==> config.mk <==
export PLATFORM = sky130hd
export DESIGN_NAME = pingpong_reader_flat
export DESIGN_NICKNAME = d
export VERILOG_FILES = /design/src/rtl/pingpong_reader_if.sv /design/src/rtl/pingpong_reader.sv /design/src/flat_wrapper.sv
export SDC_FILE = /design/constraint.sdc
export NUM_CORES = 1
export LEC_CHECK = 0
export BUFFER_PORTS_ARGS = -buffer_cell sky130_fd_sc_hd__buf_2
export CELL_PAD_IN_SITES_DETAIL_PLACEMENT = 0
export CELL_PAD_IN_SITES_GLOBAL_PLACEMENT = 1
export CORE_UTILIZATION = 44
export CTS_BUF_LIST = sky130_fd_sc_hd__clkbuf_4 sky130_fd_sc_hd__clkbuf_8
export CTS_CLUSTER_DIAMETER = 200
export CTS_CLUSTER_SIZE = 14
export DETAILED_ROUTE_END_ITERATION = 12
export GPL_ROUTABILITY_DRIVEN = 1
export PLACE_DENSITY_LB_ADDON = 0.1
export SLEW_MARGIN = 10
export SYNTH_ARGS = -nofsm -noshare
export SYNTH_HDL_FRONTEND = slang
export SYNTH_SLANG_ARGS = --single-unit
==> constraint.sdc <==
create_clock -name clk -period 2.95 [get_ports clk]
set_input_delay 0.1475 -clock clk [delete_from_list [all_inputs] [get_ports clk]]
set_output_delay 0.1475 -clock clk [all_outputs]
set_load 0.02 [all_outputs]
==> src/rtl/pingpong_reader_if.sv <==
// Stream bundle for the ping-pong buffer: writer handshake, reader handshake,
// the clock-gate/flush controls and the occupancy count.
interface pingpong_reader_if #(
    parameter int WIDTH = 32
);
    logic             clkgate;
    logic             flush;
    logic             wr_valid;
    logic [WIDTH-1:0] wr_data;
    logic             wr_ready;
    logic             rd_valid;
    logic [WIDTH-1:0] rd_data;
    logic             rd_ready;
    logic [1:0]       count;

    modport master (
        output clkgate, flush, wr_valid, wr_data, rd_ready,
        input  wr_ready, rd_valid, rd_data, count
    );

    modport slave (
        input  clkgate, flush, wr_valid, wr_data, rd_ready,
        output wr_ready, rd_valid, rd_data, count
    );
endinterface

==> src/rtl/pingpong_reader.sv <==
// Two-bank ping-pong FIFO: writer fills banks alternately, reader drains them
// in the same order. Outputs depend only on state plus clkgate/flush.
module pingpong_reader #(
    parameter int WIDTH = 32
) (
    input  logic              clk,
    input  logic              rst_n,
    pingpong_reader_if.slave  bus
);
    logic [WIDTH-1:0] r_bank [2];
    logic [1:0]       r_full;
    logic             r_wr_sel;
    logic             r_rd_sel;

    logic             w_enable;
    logic             w_wr_ready;
    logic             w_rd_valid;
    logic             w_wr_fire;
    logic             w_rd_fire;

    // flush is folded into the ready/valid terms, so it blocks both fires.
    assign w_enable   = bus.clkgate & ~bus.flush;
    assign w_wr_ready = w_enable & ~r_full[r_wr_sel];
    assign w_rd_valid = w_enable &  r_full[r_rd_sel];
    assign w_wr_fire  = bus.wr_valid & w_wr_ready;
    assign w_rd_fire  = bus.rd_ready & w_rd_valid;

    assign bus.wr_ready = w_wr_ready;
    assign bus.rd_valid = w_rd_valid;
    assign bus.rd_data  = w_rd_valid ? r_bank[r_rd_sel] : '0;
    assign bus.count    = {1'b0, r_full[0]} + {1'b0, r_full[1]};

    // Data banks carry no reset; their full flags decide whether they are read.
    always_ff @(posedge clk) begin
        if (w_wr_fire) begin
            r_bank[r_wr_sel] <= bus.wr_data;
        end
    end

    always_ff @(posedge clk or negedge rst_n) begin
        if (!rst_n) begin
            r_full   <= 2'b00;
            r_wr_sel <= 1'b0;
            r_rd_sel <= 1'b0;
        end else if (bus.clkgate) begin
            if (bus.flush) begin
                r_full   <= 2'b00;
                r_wr_sel <= 1'b0;
                r_rd_sel <= 1'b0;
            end else begin
                // Simultaneous fires always hit different banks.
                if (w_wr_fire) begin
                    r_full[r_wr_sel] <= 1'b1;
                    r_wr_sel         <= ~r_wr_sel;
                end
                if (w_rd_fire) begin
                    r_full[r_rd_sel] <= 1'b0;
                    r_rd_sel         <= ~r_rd_sel;
                end
            end
        end
    end
endmodule

==> src/flat_wrapper.sv <==
// flat-port wrapper written by rule: the top's interface ports become plain ports
module pingpong_reader_flat 
#(
    parameter int WIDTH = 32
)
  (clk, rst_n, bus_clkgate, bus_flush, bus_wr_valid, bus_wr_data, bus_rd_ready, bus_wr_ready, bus_rd_valid, bus_rd_data, bus_count);
  pingpong_reader_if #(.WIDTH(WIDTH)) bus_i ();
  input  logic clk;
  input  logic rst_n;
  input wire logic [$bits(bus_i.clkgate)-1:0] bus_clkgate;
  input wire logic [$bits(bus_i.flush)-1:0] bus_flush;
  input wire logic [$bits(bus_i.wr_valid)-1:0] bus_wr_valid;
  input wire logic [$bits(bus_i.wr_data)-1:0] bus_wr_data;
  input wire logic [$bits(bus_i.rd_ready)-1:0] bus_rd_ready;
  output wire logic [$bits(bus_i.wr_ready)-1:0] bus_wr_ready;
  output wire logic [$bits(bus_i.rd_valid)-1:0] bus_rd_valid;
  output wire logic [$bits(bus_i.rd_data)-1:0] bus_rd_data;
  output wire logic [$bits(bus_i.count)-1:0] bus_count;
  assign bus_i.clkgate = bus_clkgate;
  assign bus_i.flush = bus_flush;
  assign bus_i.wr_valid = bus_wr_valid;
  assign bus_i.wr_data = bus_wr_data;
  assign bus_i.rd_ready = bus_rd_ready;
  assign bus_wr_ready = bus_i.wr_ready;
  assign bus_rd_valid = bus_i.rd_valid;
  assign bus_rd_data = bus_i.rd_data;
  assign bus_count = bus_i.count;
  pingpong_reader #(.WIDTH(WIDTH)) u_core (.clk(clk), .rst_n(rst_n), .bus(bus_i));
endmodule
==> parameters.txt, run 1 <==
Parameter                              Value

Synth
  Number of synthesized flops with an enable pin    64
  Top FF cell, synth    sky130_fd_sc_hd__edfxtp_1
  Mapped Nets    201
  Cell area after synthesis    2710 µm²
  Number of storage elements in the synthesis netlist    68
  Unique masters post-synth    24
  Share of the synthesized area in the top cell type    71.0%
  Top cells by area, synth    sky130_fd_sc_hd__edfxtp_1 71%, sky130_fd_sc_hd__mux2i_1 12%, sky130_fd_sc_hd__nor2_1 4.4%
  Post-synth top cells    64 x sky130_fd_sc_hd__edfxtp_1, 32 x sky130_fd_sc_hd__mux2i_1, 32 x sky130_fd_sc_hd__nor2_1, 4 x sky130_fd_sc_hd__buf_6, 4 x sky130_fd_sc_hd__dfrtp_1
  Total of warnings raised by yosys    0
  Syn_area_per_cell    16.7 µm²
  Number of instances in the synthesized netlist    162
  Async set-reset flop share out of synthesis    5.88%
  Post-synthesis cell type with the largest combined area    sky130_fd_sc_hd__edfxtp_1
  Share of the yosys chip area belonging to registers    74.7%
  Most common cell in the synthesized netlist    sky130_fd_sc_hd__edfxtp_1

Routing
  Per-cell routed wire length    13.7 µm
  Total wire length    4820 µm
  DRC errors left    0
  Length of the first detailed-routing pass in iterations    4
  Antenna Violating Nets Remaining    0
  Initial detailed-routing violation count    80
  Vias    1670
  Via density per instance    4.76

Clock network
  Post-CTS Repair Setup Buffers    0
  Number of instances resized during post-cts repair    0
  Total clock sinks    68
  CTS Buf Count    9
  CTS H-tree depth    3
  Insertion delay of the later-clocked pin in the worst-skew pair    0.32 ns
  Clk pin slew, worst setup/hold paths    0.07 ns
  CTS max path bufs    2
  Quantity of hold-fixing buffers added after cts    27
  Clock root buffer master    sky130_fd_sc_hd__clkbuf_8
  CTS tree    built

Worst setup path
  Largest stage delay, worst path    0.61 ns
  Data arrival time of the critical path    1.89 ns
  List of cells traversed by the critical path    mux2_4 > nand2_4 > nor2_1 > buf_2
  Startpoint of the worst-slack reg-to-reg timing path    u_core.r_full[1]
  Max Fanout on Critical Path    33
  Kind of start point of the critical path    flop
  Cell class contributing the biggest share of worst-path delay    flip-flops
  Worst setup path startpoint    u_core.r_rd_sel
  Capturing element type of the critical path    output port
  Critical Path Slowest Stage Cell    sky130_fd_sc_hd__dfrtp_2
  Critical Setup Path Class    flop to output port
  Sum of buffers and inverters on the critical path    1
  Required time of the critical path    2.80 ns

GRT
  Largest net degree at the start of global routing    35
  Global-route wire length before repair    7280 µm
  GR Layer Usage met3    5.45%
  Highest-utilization routing layer at the global route stage    met2
  Met2 Track Usage GR    25.5%
  Total global-route track usage    15.7%
  Vias in the first global route    1648
  Met1 Use GR    18.7%
  Overflow left after global routing    0
  Antenna violations before repair    0

Floorplanning
  DIE HEIGHT    80.4 µm
  Num ports    74
  Core ar.    5920 µm²
  Initial standard-cell utilization of the core    45.7%
  Rows    28
  Area of the die    6470 µm²
  Horizontal die dimension    80.4 µm

Cells and area
  Final-stage net count    310
  Synth-to-Final Area Change    34.1%
  # diodes    0
  Post-layout instance area    3630 µm²
  Reg area    2020 µm²
  Number of filler cells placed in the layout    476
  Ratio of cells with drive above 1 in the final layout    34.1%
  Multi-input gate area    617 µm²

Hold path
  Classification of the worst-slack hold path    primary input to flop
  HP Start    bus_wr_data[27]

STA
  Number of endpoints with negative hold slack in the final report    0
  Slew at the pin closest to its max-slew limit    0.783 ns
  Layout Skew    0.00598 ns
  Worst slew slack as a fraction of its limit    47.8%
  Post-layout min period    2.03 ns
  Final hold slack    0.0321 ns
  Ratio of final minimum period to clock period    68.9%
  RSZ-0062 raised after global routing    false
  Peak clock frequency supported by timing    492 MHz
  Final count of negative-setup-slack endpoints    0
  Summed negative setup slack over all endpoints    0 ns
  Pins Over Slew Limit    0

Placement
  Buffers on Ports    73
  Area after detailed placement    3120 µm²
  Final weighted congestion in routability-driven placement    0.658
  Placed wire-length estimate after detailed placement    2910 µm

Job
  Max capacitance violation total    0

Power and ir drop
  Leakage component of the power    1.45 nW
  Power per Cell Area    589 nW/µm²
  Worst VDD drop    0.000351 V

Status
  Result of the run    complete, no violations
-- state kept, by name, summed over array words and instances, names as in the netlist --
register and count:
u_core.r_full 2, u_core.r_rd_sel 1, u_core.r_bank 64, u_core.r_wr_sel 1
-- logic make-up (layout without fill, tap and decap cells) --
group / after synthesis / in the layout / share of synthesized area (%)
flip-flops: 68 / 68 / 74.7
AND/OR/NAND/NOR: 43 / 43 / 7.82
multiplexers: 33 / 33 / 12.4
buffers and inverters: 9 / 123 / 2.50
AO/OA/AOI/OAI: 8 / 8 / 2.08
adder cells (fa/ha/maj): 1 / 1 / 0.462
-- metal layers --
layer  vias to the layer above  share of wire, %
li1                        817                 -
met1                       789                43
met2                        58                50
met3                         6               5.0
met4                         0               1.1
met5                         -                 0
-- through the flow --
| stage | utilization [%] | worst slack, ns | instances | power [mW] |
|---|---|---|---|---|
| 3_5_place_dp | 52.7 | 1.22 | 305 | 1.35 |
| 6_report | 61.3 | 0.917 | 351 | 2.14 |
| 4_1_cts | 60.8 | 0.856 | 348 | 2.16 |
| 2_1_floorplan | - | 0.872 | 162 | 1.28 |
| 5_1_grt | 61.3 | 0.788 | 351 | 2.23 |
| 3_3_place_gp | 52.7 | 1.25 | 305 | 1.34 |
-- power breakdown --
part	internal, mW	switching [mW]	leakage (nW)
combinational	0.111	0.117	0.712
clock	0.464	0.319	0.105
sequential	1.10	0.0286	0.632
-- placed cells by master, fill, tap and decap left out, types with 2 or more instances in the layout --
cell type,netlist,layout
sky130_fd_sc_hd__a21o_1,2,2
sky130_fd_sc_hd__buf_2,3,73
sky130_fd_sc_hd__buf_4,0,2
sky130_fd_sc_hd__bufinv_16,0,2
sky130_fd_sc_hd__clkbuf_8,0,9
sky130_fd_sc_hd__clkinv_1,0,3
sky130_fd_sc_hd__clkinv_2,0,2
sky130_fd_sc_hd__dfrtp_1,4,3
sky130_fd_sc_hd__dlygate4sd3_1,0,30
sky130_fd_sc_hd__edfxtp_1,64,64
sky130_fd_sc_hd__mux2i_1,32,32
sky130_fd_sc_hd__nand2b_1,2,2
sky130_fd_sc_hd__nor2_1,32,32
sky130_fd_sc_hd__nor2b_1,3,3
sky130_fd_sc_hd__o21ai_0,2,2
-- layout make-up --
| cell class | count | area share, % |
|---|---|---|
| Clock buffer | 9 | 3.41 |
| Sequential cell | 68 | 55.8 |
| Timing Repair Buffer | 105 | 18.8 |
| Clock inverter | 7 | 2.24 |
| Tap cell | 75 | 2.59 |
| Multi-Input combinational cell | 85 | 17.0 |
| Inverter | 2 | 0.207 |
-- path summary, 6_finish.rpt --
path / end / depth (start not counted) / slack, ns
worst max-delay path: bus_rd_data[11] / 4 / 0.92
worst min-delay path: u_core.r_bank[0][27] / 1 / 0.03
worst max register to register: u_core.r_bank[1][10] / 2 / 1.24
worst min register to register: u_core.r_full[1] / 2 / 0.65
max in group asynchronous: u_core.r_rd_sel / 2 / 2.64
min in group asynchronous: u_core.r_full[0] / 2 / 0.17
Note: power is estimated with default switching activity, not from simulation.
==> inputs of run 2 (changes only) <==
Clock period 2.95 ns to 1.9 ns, I/O delays scaled along.
==> run 2 against run 1 <==
  * Sequential power is 54% higher
  * Largest cell class unchanged
  * Non-clock buffer count is 4 higher
  * Sequential share of layout area is 1.3 points lower
  * Setup slack worse by 0.80 ns
  * Combinational power is 69% higher
  * First-iteration DRC count is 39% lower
  * Power is 58% higher
  * Die area stayed put
  * Highest routed layer unchanged
  * Clock power is 61% higher
  * Critical endpoint is now bus_rd_data[10]
==> parameters.txt, run 2 (same netlist as run 1, synthesis figures left out) <==
Parameter                              Value

Status
  Result of the run    complete, no violations (unchanged)

Clock network
  CTS H-tree depth    3 (unchanged)
  Total clock sinks    68 (unchanged)
  Insertion delay of the later-clocked pin in the worst-skew pair    0.32 ns (about the same)
  CTS max path bufs    2 (unchanged)
  Clock root buffer master    sky130_fd_sc_hd__clkbuf_8 (unchanged)
  CTS tree    built (unchanged)
  CTS Buf Count    9 (unchanged)
  Clk pin slew, worst setup/hold paths    0.07 ns (about the same)
  Post-CTS Repair Setup Buffers    0 (unchanged)

Power and ir drop
  Net switching power    729 µW (was 465 µW)
  Sw Ratio    21.5% (was 21.7%)
  Worst VDD drop    0.000585 V (was 0.000351 V)
  Part of the total power dissipated in sequential elements    51.4% (was 52.7%)
  Leakage component of the power    1.48 nW (was 1.45 nW)
  Fraction of power consumed by combinational cells    11.4% (was 10.7%)
  Power share of the clock group    37.2% (was 36.6%)
  Power per Cell Area    911 nW/µm² (was 589 nW/µm²)
  Internal portion of total power    2.65 mW (was 1.67 mW)

Placement
  Area after detailed placement    3170 µm² (was 3120 µm²)
  Worst Setup Slack post-DPL    0.460 ns (was 1.22 ns)
  Placed wire-length estimate after detailed placement    2960 µm (was 2910 µm)
  Buffers on Ports    73 (unchanged)
  Final weighted congestion in routability-driven placement    0.737 (was 0.658)

Worst setup path
  Kind of start point of the critical path    flop (unchanged)
  Data arrival time of the critical path    1.69 ns (was 1.89 ns)
  Capturing element type of the critical path    output port (unchanged)
  Required time of the critical path    1.80 ns (was 2.80 ns)
  Critical Setup Path Class    flop to output port (unchanged)
  Max Fanout on Critical Path    33 (unchanged)

Cells and area
  Commonest non-fill, non-tap cells in the layout    73 x sky130_fd_sc_hd__buf_2, 64 x sky130_fd_sc_hd__edfxtp_1, 33 x sky130_fd_sc_hd__dlygate4sd3_1 (was 73 x sky130_fd_sc_hd__buf_2, 64 x sky130_fd_sc_hd__edfxtp_1, 32 x sky130_fd_sc_hd__mux2i_1, 32 x sky130_fd_sc_hd__nor2_1, 30 x sky130_fd_sc_hd__dlygate4sd3_1)
  Final-stage net count    314 (was 310)
  Number of flip-flops under the largest register name    64 (unchanged)
  Most common library cell in the layout ignoring fill and taps    sky130_fd_sc_hd__buf_2 (unchanged)
  Ratio of cells with drive above 1 in the final layout    34.6% (was 34.1%)
  Register with the most flip-flops    u_core.r_bank (unchanged)
  Synth-to-Final Area Change    37.2% (was 34.1%)
  Number of filler cells placed in the layout    457 (was 476)
  Top Registers    u_core.r_bank: 64 flops, u_core.r_full: 2 flops (unchanged)
  Post-layout instance area    3710 µm² (was 3630 µm²)
  # diodes    0 (unchanged)

GRT
  Global-route wire length before repair    7700 µm (was 7280 µm)
  Antenna violations before repair    0 (unchanged)
  Total global-route track usage    16.5% (was 15.7%)
  Overflow left after global routing    0 (unchanged)
  Largest net degree at the start of global routing    36 (was 35)
  Vias in the first global route    1738 (was 1648)

STA
  Peak clock frequency supported by timing    561 MHz
  Layout Skew    0.00493 ns (was 0.00598 ns)
  Summed negative setup slack over all endpoints    0 ns (unchanged)
  Setup slack of the critical path after layout    0.118 ns (was 0.917 ns)
  Number of endpoints with negative hold slack in the final report    0 (unchanged)
  Pins Over Slew Limit    0 (unchanged)
  Final hold slack    0.106 ns (was 0.0321 ns)
  Slew at the pin closest to its max-slew limit    0.366 ns (was 0.783 ns)
  Ratio of final minimum period to clock period    93.8%
  Final count of negative-setup-slack endpoints    0 (unchanged)
  Post-layout min period    1.78 ns
  RSZ-0062 raised after global routing    false (unchanged)
  Worst slew slack as a fraction of its limit    75.6% (was 47.8%)

Floorplanning
  Area of the die    6470 µm² (unchanged)
  DIE HEIGHT    80.4 µm (unchanged)
  Num ports    74 (unchanged)
  Initial standard-cell utilization of the core    45.7% (unchanged)
  Core ar.    5920 µm² (unchanged)
  Horizontal die dimension    80.4 µm (unchanged)
  Rows    28 (unchanged)

Routing
  Vias    1711 (was 1670)
  Via density per instance    4.82 (was 4.76)
  Length of the first detailed-routing pass in iterations    4 (unchanged)
  Initial detailed-routing violation count    49 (was 80)
  Per-cell routed wire length    13.7 µm (about the same)
  Antenna Violating Nets Remaining    0 (unchanged)
  Total wire length    4850 µm (was 4820 µm)
  DRC errors left    0 (unchanged)

Hold path
  Classification of the worst-slack hold path    primary input to asynchronous set/reset pin (was primary input to flop)

Job
  Max capacitance violation total    0 (unchanged)
## run 2: layer usage
layer  share of wire (%)  wire length [µm]  GRT usage [%]
met1                  43              2100           18.9
met2                  51              2470           28.3
met3                 4.5               219           3.75
met4                 1.3                63           9.64
met5                   0                 0              0
## run 2: power by group through the flow
stage	clock [mW]	combinational, mW	sequential, mW
floorplan	0	0.227	1.76
global placement	0	0.329	1.76
CTS	1.28	0.392	1.74
detailed placement	0	0.339	1.77
global route	1.35	0.420	1.74
finish	1.26	0.386	1.74
## run 2: worst max-delay path, stage by stage, from the launching register on
cell and delay (ns):
sky130_fd_sc_hd__dfrtp_1 0.47, sky130_fd_sc_hd__mux2_4 0.32, sky130_fd_sc_hd__nand2_4 0.29, sky130_fd_sc_hd__nor2_1 0.11, sky130_fd_sc_hd__buf_2 0.17
## run 2: timing repair
item,4_1_cts,5_1_grt
hold buffers,33,0
endpoints found under the hold margin,68,0
resized for setup,0,0
## run 2: final timing paths
path | start | end | slack (ns) | depth (start not counted)
worst max-delay path | u_core.r_full[0] | bus_rd_data[10] | 0.12 | 4
worst min-delay path | rst_n | u_core.r_wr_sel | 0.11 | 2
worst max register to register | u_core.r_full[1] | u_core.r_bank[1][22] | 0.51 | 3
worst min register to register | u_core.r_wr_sel | u_core.r_wr_sel | 0.65 | 1
max in group asynchronous | rst_n | u_core.r_rd_sel | 1.65 | 2
min in group clk | bus_clkgate | u_core.r_wr_sel | 0.11 | 3
## run 2: per-stage QoR
step | cells | utilization, % | power, mW
2_1_floorplan | 162 | - | 1.99
3_3_place_gp | 306 | 53.5 | 2.09
3_5_place_dp | 306 | 53.5 | 2.11
4_1_cts | 355 | 62.7 | 3.41
5_1_grt | 355 | 62.7 | 3.51
6_report | 355 | 62.7 | 3.38
## run 2: cell type report
class                      instances  area, µm²  area share, %
clock buffer                      11        139           3.74
clock inverter                     5       76.3           2.06
inverter                           2       7.51          0.202
multi-input combinational         85        617           16.6
sequential                        68       2020           54.5
tap                               75       93.8           2.53
timing repair buffer             109        756           20.4
==> inputs of run 3 (changes only) <==
Settings changed: CORE_UTILIZATION 44 to 47.
Clock period 1.9 ns to 2.2 ns, I/O delays scaled along.
==> run 3 against run 2 <==
  * Via count down 1.4%
  * Critical endpoint is now bus_rd_data[18]
  * Sequential share of layout area is 0.61 points higher
  * Routed wire length shrank 1.5%
  * Setup slack better by 0.27 ns
  * Flip-flop and latch count did not move
  * Largest cell class unchanged
  * Count of clock-buffer cells in the layout stayed put
  * Clock power fell by 15%
==> parameters.txt, run 3 (same netlist as run 1, synthesis figures left out) <==
Parameter                              Value

GRT
  Overflow left after global routing    0 (unchanged)
  Largest net degree at the start of global routing    36 (unchanged)
  Total global-route track usage    17.3% (was 16.5%)
  Global-route wire length before repair    7740 µm (was 7700 µm)
  Antenna violations before repair    0 (unchanged)
  Vias in the first global route    1817 (was 1738)

Power and ir drop
  Worst VDD drop    0.000605 V (was 0.000585 V)
  Leakage component of the power    1.47 nW (was 1.48 nW)
  Power per Cell Area    789 nW/µm² (was 911 nW/µm²)

Cells and area
  Number of flip-flops under the largest register name    64 (unchanged)
  Final-stage net count    314 (unchanged)
  Ratio of cells with drive above 1 in the final layout    34.6% (unchanged)
  Synth-to-Final Area Change    35.7% (was 37.2%)
  Register with the most flip-flops    u_core.r_bank (unchanged)
  Commonest non-fill, non-tap cells in the layout    73 x sky130_fd_sc_hd__buf_2, 64 x sky130_fd_sc_hd__edfxtp_1, 33 x sky130_fd_sc_hd__dlygate4sd3_1 (unchanged)
  Most common library cell in the layout ignoring fill and taps    sky130_fd_sc_hd__buf_2 (unchanged)
  # diodes    0 (unchanged)
  Top Registers    u_core.r_bank: 64 flops, u_core.r_full: 2 flops (unchanged)

Worst setup path
  Kind of start point of the critical path    flop (unchanged)
  Cell class contributing the biggest share of worst-path delay    flip-flops (unchanged)
  Sum of buffers and inverters on the critical path    1 (unchanged)
  Max Fanout on Critical Path    33 (unchanged)
  Largest stage delay, worst path    0.46 ns (was 0.47 ns)
  Capturing element type of the critical path    output port (unchanged)
  Flop2flop setup slack    0.61 ns (was 0.51 ns)
  Critical Path Slowest Stage Cell    sky130_fd_sc_hd__dfrtp_1 (unchanged)
  Required time of the critical path    2.09 ns (was 1.80 ns)
  Critical Setup Path Class    flop to output port (unchanged)
  Data arrival time of the critical path    1.70 ns (was 1.69 ns)
  List of cells traversed by the critical path    mux2_4 > nand2_4 > nor2_1 > buf_2 (unchanged)

Clock network
  Quantity of hold-fixing buffers added after cts    33 (unchanged)
  Clock root buffer master    sky130_fd_sc_hd__clkbuf_8 (unchanged)
  Clk pin slew, worst setup/hold paths    0.06 ns (was 0.07 ns)
  CTS tree    built (unchanged)
  CTS max path bufs    2 (unchanged)
  Insertion delay of the later-clocked pin in the worst-skew pair    0.32 ns (about the same)
  Number of instances resized during post-cts repair    0 (unchanged)
  Total clock sinks    68 (unchanged)
  CTS H-tree depth    3 (unchanged)
  Post-CTS Repair Setup Buffers    0 (unchanged)
  CTS Buf Count    9 (unchanged)

Floorplanning
  Rows    27 (was 28)
  Num ports    74 (unchanged)
  Horizontal die dimension    77.9 µm (was 80.4 µm)
  Initial standard-cell utilization of the core    48.8% (was 45.7%)
  Core ar.    5540 µm² (was 5920 µm²)
  Area of the die    6060 µm² (was 6470 µm²)
  DIE HEIGHT    77.9 µm (was 80.4 µm)

Routing
  Per-cell routed wire length    13.6 µm (was 13.7 µm)
  DRC errors left    0 (unchanged)
  Antenna Violating Nets Remaining    0 (unchanged)
  Initial detailed-routing violation count    48 (was 49)
  Total wire length    4780 µm (was 4850 µm)
  Via density per instance    4.79 (was 4.82)
  Vias    1687 (was 1711)
  Length of the first detailed-routing pass in iterations    4 (unchanged)

STA
  Final hold slack    0.128 ns (was 0.106 ns)
  Worst slew slack as a fraction of its limit    61.6% (was 75.6%)
  RSZ-0062 raised after global routing    false (unchanged)
  Summed negative setup slack over all endpoints    0 ns (unchanged)
  Ratio of final minimum period to clock period    82.3%
  Slew at the pin closest to its max-slew limit    0.576 ns (was 0.366 ns)
  Layout Skew    0.00459 ns (was 0.00493 ns)
  Peak clock frequency supported by timing    552 MHz
  Final count of negative-setup-slack endpoints    0 (unchanged)
  Pins Over Slew Limit    0 (unchanged)
  Number of endpoints with negative hold slack in the final report    0 (unchanged)
  Post-layout min period    1.81 ns

Hold path
  Classification of the worst-slack hold path    primary input to asynchronous set/reset pin (unchanged)

Job
  Max capacitance violation total    0 (unchanged)

Placement
  Final weighted congestion in routability-driven placement    0.739 (was 0.737)
  Placed wire-length estimate after detailed placement    3000 µm (was 2960 µm)
  Buffers on Ports    73 (unchanged)

Status
  Result of the run    complete, no violations (unchanged)
-- run 3: cell counts in the layout (fill, tap and decap cells not counted) --
Identical to the previous run, type by type.
-- run 3: final timing paths --
check | from | end | depth (start not counted)
max reg2reg | u_core.r_full[1] | u_core.r_bank[1][13] | 3
max | u_core.r_full[0] | bus_rd_data[18] | 4
min reg2reg | u_core.r_full[1] | u_core.r_full[1] | 2
max in group asynchronous | rst_n | u_core.r_rd_sel | 2
min | rst_n | u_core.r_full[0] | 2
min in group clk | bus_clkgate | u_core.r_wr_sel | 3
-- run 3: power by group --
group,total [mW],switching [mW],internal [mW],leakage (nW)
clock network,1.07,0.417,0.658,0.108
logic,0.322,0.169,0.153,0.730
registers,1.50,0.0286,1.47,0.632
total,2.90,0.615,2.28,1.47
-- run 3: layout make-up --
type | instances | area, µm²
Sequential cell | 68 | 2020
Fill cell | 416 | 1870
Timing Repair Buffer | 109 | 718
Multi-Input combinational cell | 85 | 617
Clock buffer | 11 | 139
Tap cell | 72 | 90.1
Clock inverter | 5 | 76.3
Inverter | 2 | 7.51
-- run 3: through the flow --
stage          cells  cell area, µm²  setup slack [ns]  total power [mW]  util [%]
6_report         352            3670             0.389              2.90      66.3
5_1_grt          352            3670             0.266              3.01      66.3
4_1_cts          352            3670             0.351              2.93      66.3
3_5_place_dp     303            3130             0.643              1.81      56.4
3_3_place_gp     303            3130             0.690              1.79      56.4
2_1_floorplan    162            2710             0.122              1.72         -
-- run 3: metal layers --
layer | wire length, µm | GRT usage [%]
met5 | 0 | 0
met1 | 1960 | 18.7
met4 | 85 | 8.87
met2 | 2530 | 30.4
met3 | 205 | 5.53
